===== src/rtl/sys_apb_master.sv =====
// sys_apb_master: CPU load/store request to APB-style bus master.
// Accepts one request at a time, runs the SETUP/ACCESS phases, builds byte
// strobes and replicated store data, and aligns and extends load data.
// Misaligned requests, slave errors and pready timeouts are reported through
// resp_err.
module sys_apb_master #(
    parameter int ADDR_WIDTH     = 32,
    parameter int DATA_WIDTH     = 32,
    parameter int TIMEOUT_CYCLES = 16
) (
    input  logic                  pclk,
    input  logic                  presetn,
    // CPU request side
    input  logic                  req_valid,
    output logic                  req_ready,
    input  logic [ADDR_WIDTH-1:0] req_addr,
    input  logic [DATA_WIDTH-1:0] req_wdata,
    input  logic                  req_we,
    input  logic [1:0]            req_size,
    input  logic                  req_unsigned,
    // CPU response side
    output logic                  resp_valid,
    output logic [DATA_WIDTH-1:0] resp_rdata,
    output logic                  resp_err,
    // APB side
    output logic [ADDR_WIDTH-1:0] paddr,
    output logic [DATA_WIDTH-1:0] pdata,
    input  logic [DATA_WIDTH-1:0] prdata,
    output logic                  psel,
    output logic                  penable,
    output logic                  pwrite,
    output logic [3:0]            pstb,
    input  logic                  pready,
    input  logic                  perr
);

    // The counter only has to reach TIMEOUT_CYCLES-1; keep at least one bit
    // so the design still elaborates when the timeout is disabled.
    localparam int CNT_W   = (TIMEOUT_CYCLES > 1) ? $clog2(TIMEOUT_CYCLES) : 1;
    localparam int TO_LAST = (TIMEOUT_CYCLES > 0) ? TIMEOUT_CYCLES - 1 : 0;

    typedef enum logic [1:0] {
        IDLE   = 2'd0,
        SETUP  = 2'd1,
        ACCESS = 2'd2,
        RESP   = 2'd3
    } state_t;

    state_t                state;
    state_t                state_next;

    logic [ADDR_WIDTH-1:0] addr_q;
    logic                  we_q;
    logic [1:0]            size_q;
    logic                  unsigned_q;
    logic [3:0]            stb_q;
    logic [DATA_WIDTH-1:0] data_q;
    logic [DATA_WIDTH-1:0] rdata_q;
    logic                  err_q;
    logic [CNT_W-1:0]      cnt;

    logic                  req_misaligned;
    logic [3:0]            req_stb;
    logic [DATA_WIDTH-1:0] req_data;
    logic [DATA_WIDTH-1:0] rd_shift;
    logic [DATA_WIDTH-1:0] rd_ext;
    logic                  timeout_hit;

    // Decode the incoming request into lane strobes, replicated store data
    // and an alignment error flag.
    always_comb begin
        req_misaligned = 1'b0;
        req_stb        = 4'b0000;
        req_data       = '0;
        case (req_size)
            2'd0: begin
                req_stb  = 4'b0001 << req_addr[1:0];
                req_data = {4{req_wdata[7:0]}};
            end
            2'd1: begin
                req_stb        = 4'b0011 << {req_addr[1], 1'b0};
                req_data       = {2{req_wdata[15:0]}};
                req_misaligned = req_addr[0];
            end
            2'd2: begin
                req_stb        = 4'b1111;
                req_data       = req_wdata;
                req_misaligned = |req_addr[1:0];
            end
            default: begin
                req_misaligned = 1'b1;
            end
        endcase
        if (!req_we) begin
            req_data = '0;
        end
    end

    // Right-justify the addressed lane(s) of prdata and extend to full width.
    always_comb begin
        rd_shift = prdata >> {addr_q[1:0], 3'b000};
        rd_ext   = rd_shift;
        case (size_q)
            2'd0: begin
                if (unsigned_q) begin
                    rd_ext = {24'd0, rd_shift[7:0]};
                end else begin
                    rd_ext = {{24{rd_shift[7]}}, rd_shift[7:0]};
                end
            end
            2'd1: begin
                if (unsigned_q) begin
                    rd_ext = {16'd0, rd_shift[15:0]};
                end else begin
                    rd_ext = {{16{rd_shift[15]}}, rd_shift[15:0]};
                end
            end
            default: begin
                rd_ext = rd_shift;
            end
        endcase
    end

    // The ACCESS phase gives up once the counter has seen its last allowed cycle.
    always_comb begin
        timeout_hit = (TIMEOUT_CYCLES != 0) && (cnt == CNT_W'(TO_LAST));
    end

    // State register; reset drops the bus immediately, mid-transfer or not.
    always_ff @(posedge pclk or negedge presetn) begin
        if (!presetn) begin
            state <= IDLE;
        end else begin
            state <= state_next;
        end
    end

    // Next-state logic for the request / setup / access / response sequence.
    always_comb begin
        state_next = state;
        case (state)
            IDLE: begin
                if (req_valid) begin
                    state_next = req_misaligned ? RESP : SETUP;
                end
            end
            SETUP: begin
                state_next = ACCESS;
            end
            ACCESS: begin
                if (pready || timeout_hit) begin
                    state_next = RESP;
                end
            end
            RESP: begin
                state_next = IDLE;
            end
            default: begin
                state_next = IDLE;
            end
        endcase
    end

    // Handshake and APB control outputs decoded from the current state.
    always_comb begin
        req_ready  = 1'b0;
        psel       = 1'b0;
        penable    = 1'b0;
        pwrite     = 1'b0;
        resp_valid = 1'b0;
        resp_err   = 1'b0;
        case (state)
            IDLE: begin
                req_ready = 1'b1;
            end
            SETUP: begin
                psel   = 1'b1;
                pwrite = we_q;
            end
            ACCESS: begin
                psel    = 1'b1;
                penable = 1'b1;
                pwrite  = we_q;
            end
            RESP: begin
                resp_valid = 1'b1;
                resp_err   = err_q;
            end
            default: begin
                req_ready = 1'b0;
            end
        endcase
    end

    // Request latch, access-phase counter and response capture.
    always_ff @(posedge pclk or negedge presetn) begin
        if (!presetn) begin
            addr_q     <= '0;
            we_q       <= 1'b0;
            size_q     <= 2'd0;
            unsigned_q <= 1'b0;
            stb_q      <= 4'b0000;
            data_q     <= '0;
            rdata_q    <= '0;
            err_q      <= 1'b0;
            cnt        <= '0;
        end else begin
            case (state)
                IDLE: begin
                    if (req_valid) begin
                        addr_q     <= req_addr;
                        we_q       <= req_we;
                        size_q     <= req_size;
                        unsigned_q <= req_unsigned;
                        stb_q      <= req_stb;
                        data_q     <= req_data;
                        rdata_q    <= '0;
                        err_q      <= req_misaligned;
                    end
                end
                SETUP: begin
                    cnt <= '0;
                end
                ACCESS: begin
                    cnt <= cnt + 1'b1;
                    if (pready) begin
                        err_q   <= perr;
                        rdata_q <= (perr || we_q) ? '0 : rd_ext;
                    end else if (timeout_hit) begin
                        err_q   <= 1'b1;
                        rdata_q <= '0;
                    end
                end
                default: begin
                    cnt <= '0;
                end
            endcase
        end
    end

    assign paddr      = addr_q;
    assign pdata      = data_q;
    assign pstb       = stb_q;
    assign resp_rdata = rdata_q;

endmodule

===== config.mk =====
export PLATFORM = sky130hd
export DESIGN_NAME = sys_apb_master
export DESIGN_NICKNAME = d
export VERILOG_FILES = /design/src/rtl/sys_apb_master.sv
export SDC_FILE = /design/constraint.sdc
export NUM_CORES = 1
export LEC_CHECK = 0
export BUFFER_PORTS_ARGS = -buffer_cell sky130_fd_sc_hd__buf_2
export CAP_MARGIN = 25
export CORE_UTILIZATION = 25
export DETAILED_ROUTE_END_ITERATION = 8
export PLACE_DENSITY_LB_ADDON = 0.05
export SETUP_SLACK_MARGIN = 0.02
export SLEW_MARGIN = 20
export SYNTH_ARGS = -nofsm -noshare
export SYNTH_HDL_FRONTEND = slang
export SYNTH_SLANG_ARGS = --single-unit
export TNS_END_PERCENT = 50

===== constraint.sdc =====
create_clock -name pclk -period 1.95 [get_ports pclk]
set_input_delay 0.2925 -clock pclk [delete_from_list [all_inputs] [get_ports pclk]]
set_output_delay 0.2925 -clock pclk [all_outputs]
set_load 0.02 [all_outputs]

* Word level (Yosys, flattened, before mapping) *
Cells that the tools add are included.

storage, ports and cells
  input bits = 105
  output and inout port bits = 106
  logic and storage cells = 62
  flip-flop bits (word level) = 111

operators by class
  multiplexer cells = 27
  equal/unequal tests = 10
  shift-type cells = 3
  reductions and logical operators = 11
  add/subtract/negate cells = 1

operators by type and width
  operator                                          count
  two-way mux 32 bit                                7
  case mux 32 bit (2 select lines)                  2
  case mux 32 bit (3 select lines)                  1
  right shift 32 x 5 -> 32 bit                      1
  case mux 4 bit (3 select lines)                   1
  two-way mux 1 bit                                 9
  case mux 2 bit (4 select lines)                   1
  case mux 4 bit (2 select lines)                   1
  == test 2 x 1 -> 1 bit (second input constant)    3
  == test 2 bit (second input constant)             3
  zero test 2 bit                                   3
  two-way mux 2 bit                                 3
  adder 4 x 1 -> 4 bit (second input constant)      1
  == test 4 bit (second input constant)             1
  inequality test 2 bit (second input constant)     2
  AND reduction 2 bit                               2
  OR reduction 2 bit                                2
  << shifter 1 x 2 -> 4 bit (first input constant)  1
  << shifter 2 x 2 -> 4 bit (first input constant)  1
  inequality test 3 bit (second input constant)     1
  case mux 1 bit (3 select lines)                   1
  AND reduction 3 bit                               1
  logical OR 1 bit                                  2
  case mux 1 bit (2 select lines)                   1
  nonzero test 2 bit                                1

* Logic depth before layout (Yosys ltp) *
  word-level depth = 6
  depth in mapped cells = 9
  mapped depth without buffers = 6

* Least setup slack after synthesis *
Ideal clock, no wire load.

  kind = register to register
  start point = register state[0]
  end point = register rdata_q[24] (netlist: resp_rdata[24])
  setup time = 0.069 ns
  setup slack = -0.320 ns
  data arrival time = 2.201 ns
  data required time = 1.881 ns
  clock period less this slack = 2.270 ns
  cell stages (with the launch flop) = 10
  buffers on the path = 3
  cell sequence = dfrtp_1 inv_1 ha_1 nor2b_1 or4b_4 buf_6 nor4bb_1 buf_4 buf_6 a221o_1

between the ends
  word-level cells in the longest chain between the ends = 3
  elaborated cells between the ends (all ways) = 7
  classes of those cells = eq/ne (3); mux (1); reduce/logical (3)

RTL lines
  what                                                     line  source
  start, declared                                          49    state_t state;
  start signal, assigned                                   134   state <= state_next;
  == test 2 bit or zero test 2 bit (tied branches)         208   case (state)
  inequality test 3 bit (no line) (tied with other cells)  n/a
  AND reduction 3 bit (no line)                            n/a
  end signal, assigned                                     228   rdata_q <= (perr || we_q) ? '0 : rd_ext;
  end, declared                                            58    logic [DATA_WIDTH-1:0] rdata_q;

Parallel ways exist; a longest one is shown, timed or not.
A chain may end at the register's enable or synchronous reset.

* Final worst setup path *
  start point = register state[0]
  end point = register rdata_q[26] (netlist: resp_rdata[26])

Same word-level chain as after synthesis.

==> impl_metrics.py <==
metrics = {
    "die": {
        "initial_core_util": 0.255,
        "core_sq_um": 20200,
        "num_rows": 52,
        "io_pins": 211,
        "die-area_sq_um": 21200,
        "fp.dieW_um": 146,
        "die_h_um": 146,
    },
    "finish": {
        "drive_gt1_frac": 0.446,
        "area_growth_pct": 36.0,
        "final_nets": 786,
        "design_area_sq_um": 7020,
    },
    "hold_path": {
        "min_path_type": "in -> reg",
    },
    "logic_synthesis": {
        "async_flop_share": 1.00,
        "yosysSeqAreaShare": 0.538,
        "synth-seq-cells": 111,
        "yosysMostFrequentCell": "dfrtp_1",
        "synth.net_count": 577,
        "postSynthAreaPerCell_sq_um": 11.0,
        "synthTopCellsByArea": "dfrtp_1 (54%), mux2_2 (9.2%), mux2i_1 (4.8%)",
        "synth_cells": 468,
        "synth_largest_area_cell": "dfrtp_1",
        "synth_common_cells": "dfrtp_1 (111), nand2_1 (43), mux2_2 (42)",
        "synth_top_area_share": 0.538,
        "syn_area_sq_um": 5160,
        "synth.distinct_cells": 34,
        "synth_flop_cell": "dfrtp_1",
        "yosys_warnings": 0,
        "synth_edf_count": 0,
    },
    "cts": {
        "clkTransAtPathRegs_ns": 0.08,
        "htreeDepth": 3,
        "cts-root-buf": "clkbuf_16",
        "clock-sinks": 111,
        "clock_path_buffers": 2,
        "tritoncts": "yes",
        "cts_made_buffers": 9,
        "clk_latency_ns": 0.36,
    },
    "power": {
        "power.leakage_nw": 3.55,
        "powerDensity_nw_per_um2": 1660,
        "ir_drop_v": 0.000515,
        "p_total_mw": 11.7,
    },
    "setup_path": {
        "crit_required_ns": 2.24,
        "cp-end-kind": "flip-flop",
        "worst_path_max_delay_cell": "or4b_4",
        "critical_path_class": "reg -> reg",
        "cpPeakStageDelay_ns": 0.52,
        "cp_num_buf_inv": 2,
        "cp_max_fo": 16,
        "worstPathCellList": "inv_2, ha_4, nor2b_4, or4b_4, nor4bb_2, buf_4, a221o_1",
        "start_kind": "flip-flop",
        "critPathTopFamily": "simple AND/OR/NAND/NOR gates",
        "cp_data_arrival_time_ns": 2.28,
    },
    "global_routing": {
        "gr-max-usage-layer": "met2",
        "overflow": 0,
        "antenna_found_initial": 2,
        "grt_pass1_wl_mm": 26.1,
        "met2_usage": 0.259,
        "grt_max_degree": 53,
        "gr-usage-all-layers": 0.158,
        "grtUsageMet1": 0.197,
        "grt_pass1_vias": 4556,
        "grt_use_met3": 0.0495,
    },
    "routing": {
        "drtPass1Iterations": 4,
        "first_iter_violations": 185,
        "wl_mm": 16.3,
        "wl_per_cell_um": 17.1,
        "via_per_inst": 4.65,
        "drt_drc_violations_left": 0,
        "ant_nets": 0,
        "via_count": 4427,
    },
    "run_status": {
        "outcome": "complete, but fails checks",
        "violations": "negative setup slack",
    },
    "run": {
        "maxCapViolations": 0,
    },
    "timing": {
        "worst_slack_ns": -0.0410,
        "setup_violations": 16,
        "finalHoldViolations": 0,
        "fin_crit_sh": 1.02,
        "skew_ns": 0.00903,
        "slew_viol_final": 0,
        "maxSlewHeadroom": 0.598,
        "rsz0062_at_grt": "true",
        "period_minus_slack_ns": 1.99,
        "fmax_mhz": 502,
        "worst_pin_slew_ns": 0.599,
    },
    "placement": {
        "place_hpwl_mm": 12.0,
        "portBuffers": 210,
        "gp_congestion": 0.823,
        "place_area_sq_um": 6670,
    },
}
-- final timing paths --
| path | cells past startpoint | slack, ns | endpoint | start |
|---|---|---|---|---|
| setup / recovery | 7 | -0.04 | resp_rdata[26] | state[0] |
| hold / removal | 2 | 0.16 | paddr[23] | req_addr[23] |
| setup reg to reg | 7 | -0.04 | resp_rdata[26] | state[0] |
| hold reg to reg | 2 | 0.48 | resp_rdata[6] | resp_rdata[6] |
| max in group asynchronous | 3 | 0.95 | pdata[9] | presetn |
| min in group asynchronous | 2 | 0.41 | resp_rdata[6] | presetn |
-- sequential cells by signal, indices dropped and copies added (netlist names) --
signal / count
err_q: 1
we_q: 1
size_q: 2
unsigned_q: 1
pdata: 32
cnt: 4
state: 2
resp_rdata: 32
paddr: 32
pstb: 4
-- area by class of cell --
cell class / count / area [sq um]
diodes: 1 / 2.50
multi-input cells: 315 / 2260
inverters: 7 / 26.3
repair buffers: 233 / 1290
clock buffers: 9 / 225
fillers: 2116 / 13200
flip-flops and latches: 111 / 2780
clock inverters: 7 / 101
well taps: 270 / 338
-- through the flow --
stage	worst slack, ns	util	hold slack, ns	TNS, ns	cells
2_1_floorplan	-0.175	-	-0.00309	-2.09	468
3_3_place_gp	0.0326	0.330	0.250	0	935
3_5_place_dp	-0.0694	0.330	0.259	-0.867	935
4_1_cts	-0.0584	0.347	0.147	-0.739	952
5_1_grt	-0.107	0.347	0.151	-1.52	952
6_report	-0.0410	0.347	0.159	-0.527	953
-- where the power goes --
| part | internal (mW) | switching [mW] | total, mW |
|---|---|---|---|
| logic | 2.26 | 3.40 | 5.66 |
| clock network | 1.14 | 0.910 | 2.05 |
| registers | 3.36 | 0.606 | 3.97 |
-- worst reg2reg max path: stages, from the launching register on --
cell and delay [ns]:
dfrtp_1 0.37, inv_2 0.07, ha_4 0.16, nor2b_4 0.13, or4b_4 0.52, nor4bb_2 0.26
buf_4 0.27, a221o_1 0.15
-- kinds of logic (layout without fill, tap and decap cells) --
family          after synthesis  after routing  share of synthesized area
simple gates                107            107                      0.102
other cells                   0              1                          0
fa+ha+maj                     4              4                    0.00970
mux                          69             69                      0.149
buf+inv                      42            256                     0.0347
compound gates              135            135                      0.167
flops                       111            111                      0.538
-- placed cells by master, fill, tap and decap left out, drive strengths merged, types with 9 or more instances in the layout --
cell type / count
a21o: 9
a21oi: 40
a221o: 16
a22o: 19
buf: 232
clkbuf: 9
dfrtp: 111
inv: 10
mux2: 42
mux2i: 25
nand2: 43
nand3b: 9
nor2: 21
nor2b: 10
o21ai: 48
-- metal layers --
metal / routed length (um) / share of wire
met4: 220 / 0.014
met5: 0 / 0
met1: 6940 / 0.43
met2: 7850 / 0.48
met3: 1240 / 0.076
-- what timing repair did --
item / 4_1_cts / 5_1_grt
hold buffers: 1 / 0
setup endpoints to repair: 24 / 16
setup buffers: 0 / 0
resized for setup: 2 / 0
hold endpoints to repair: 26 / 0
(Power assumes the default switching activity.)
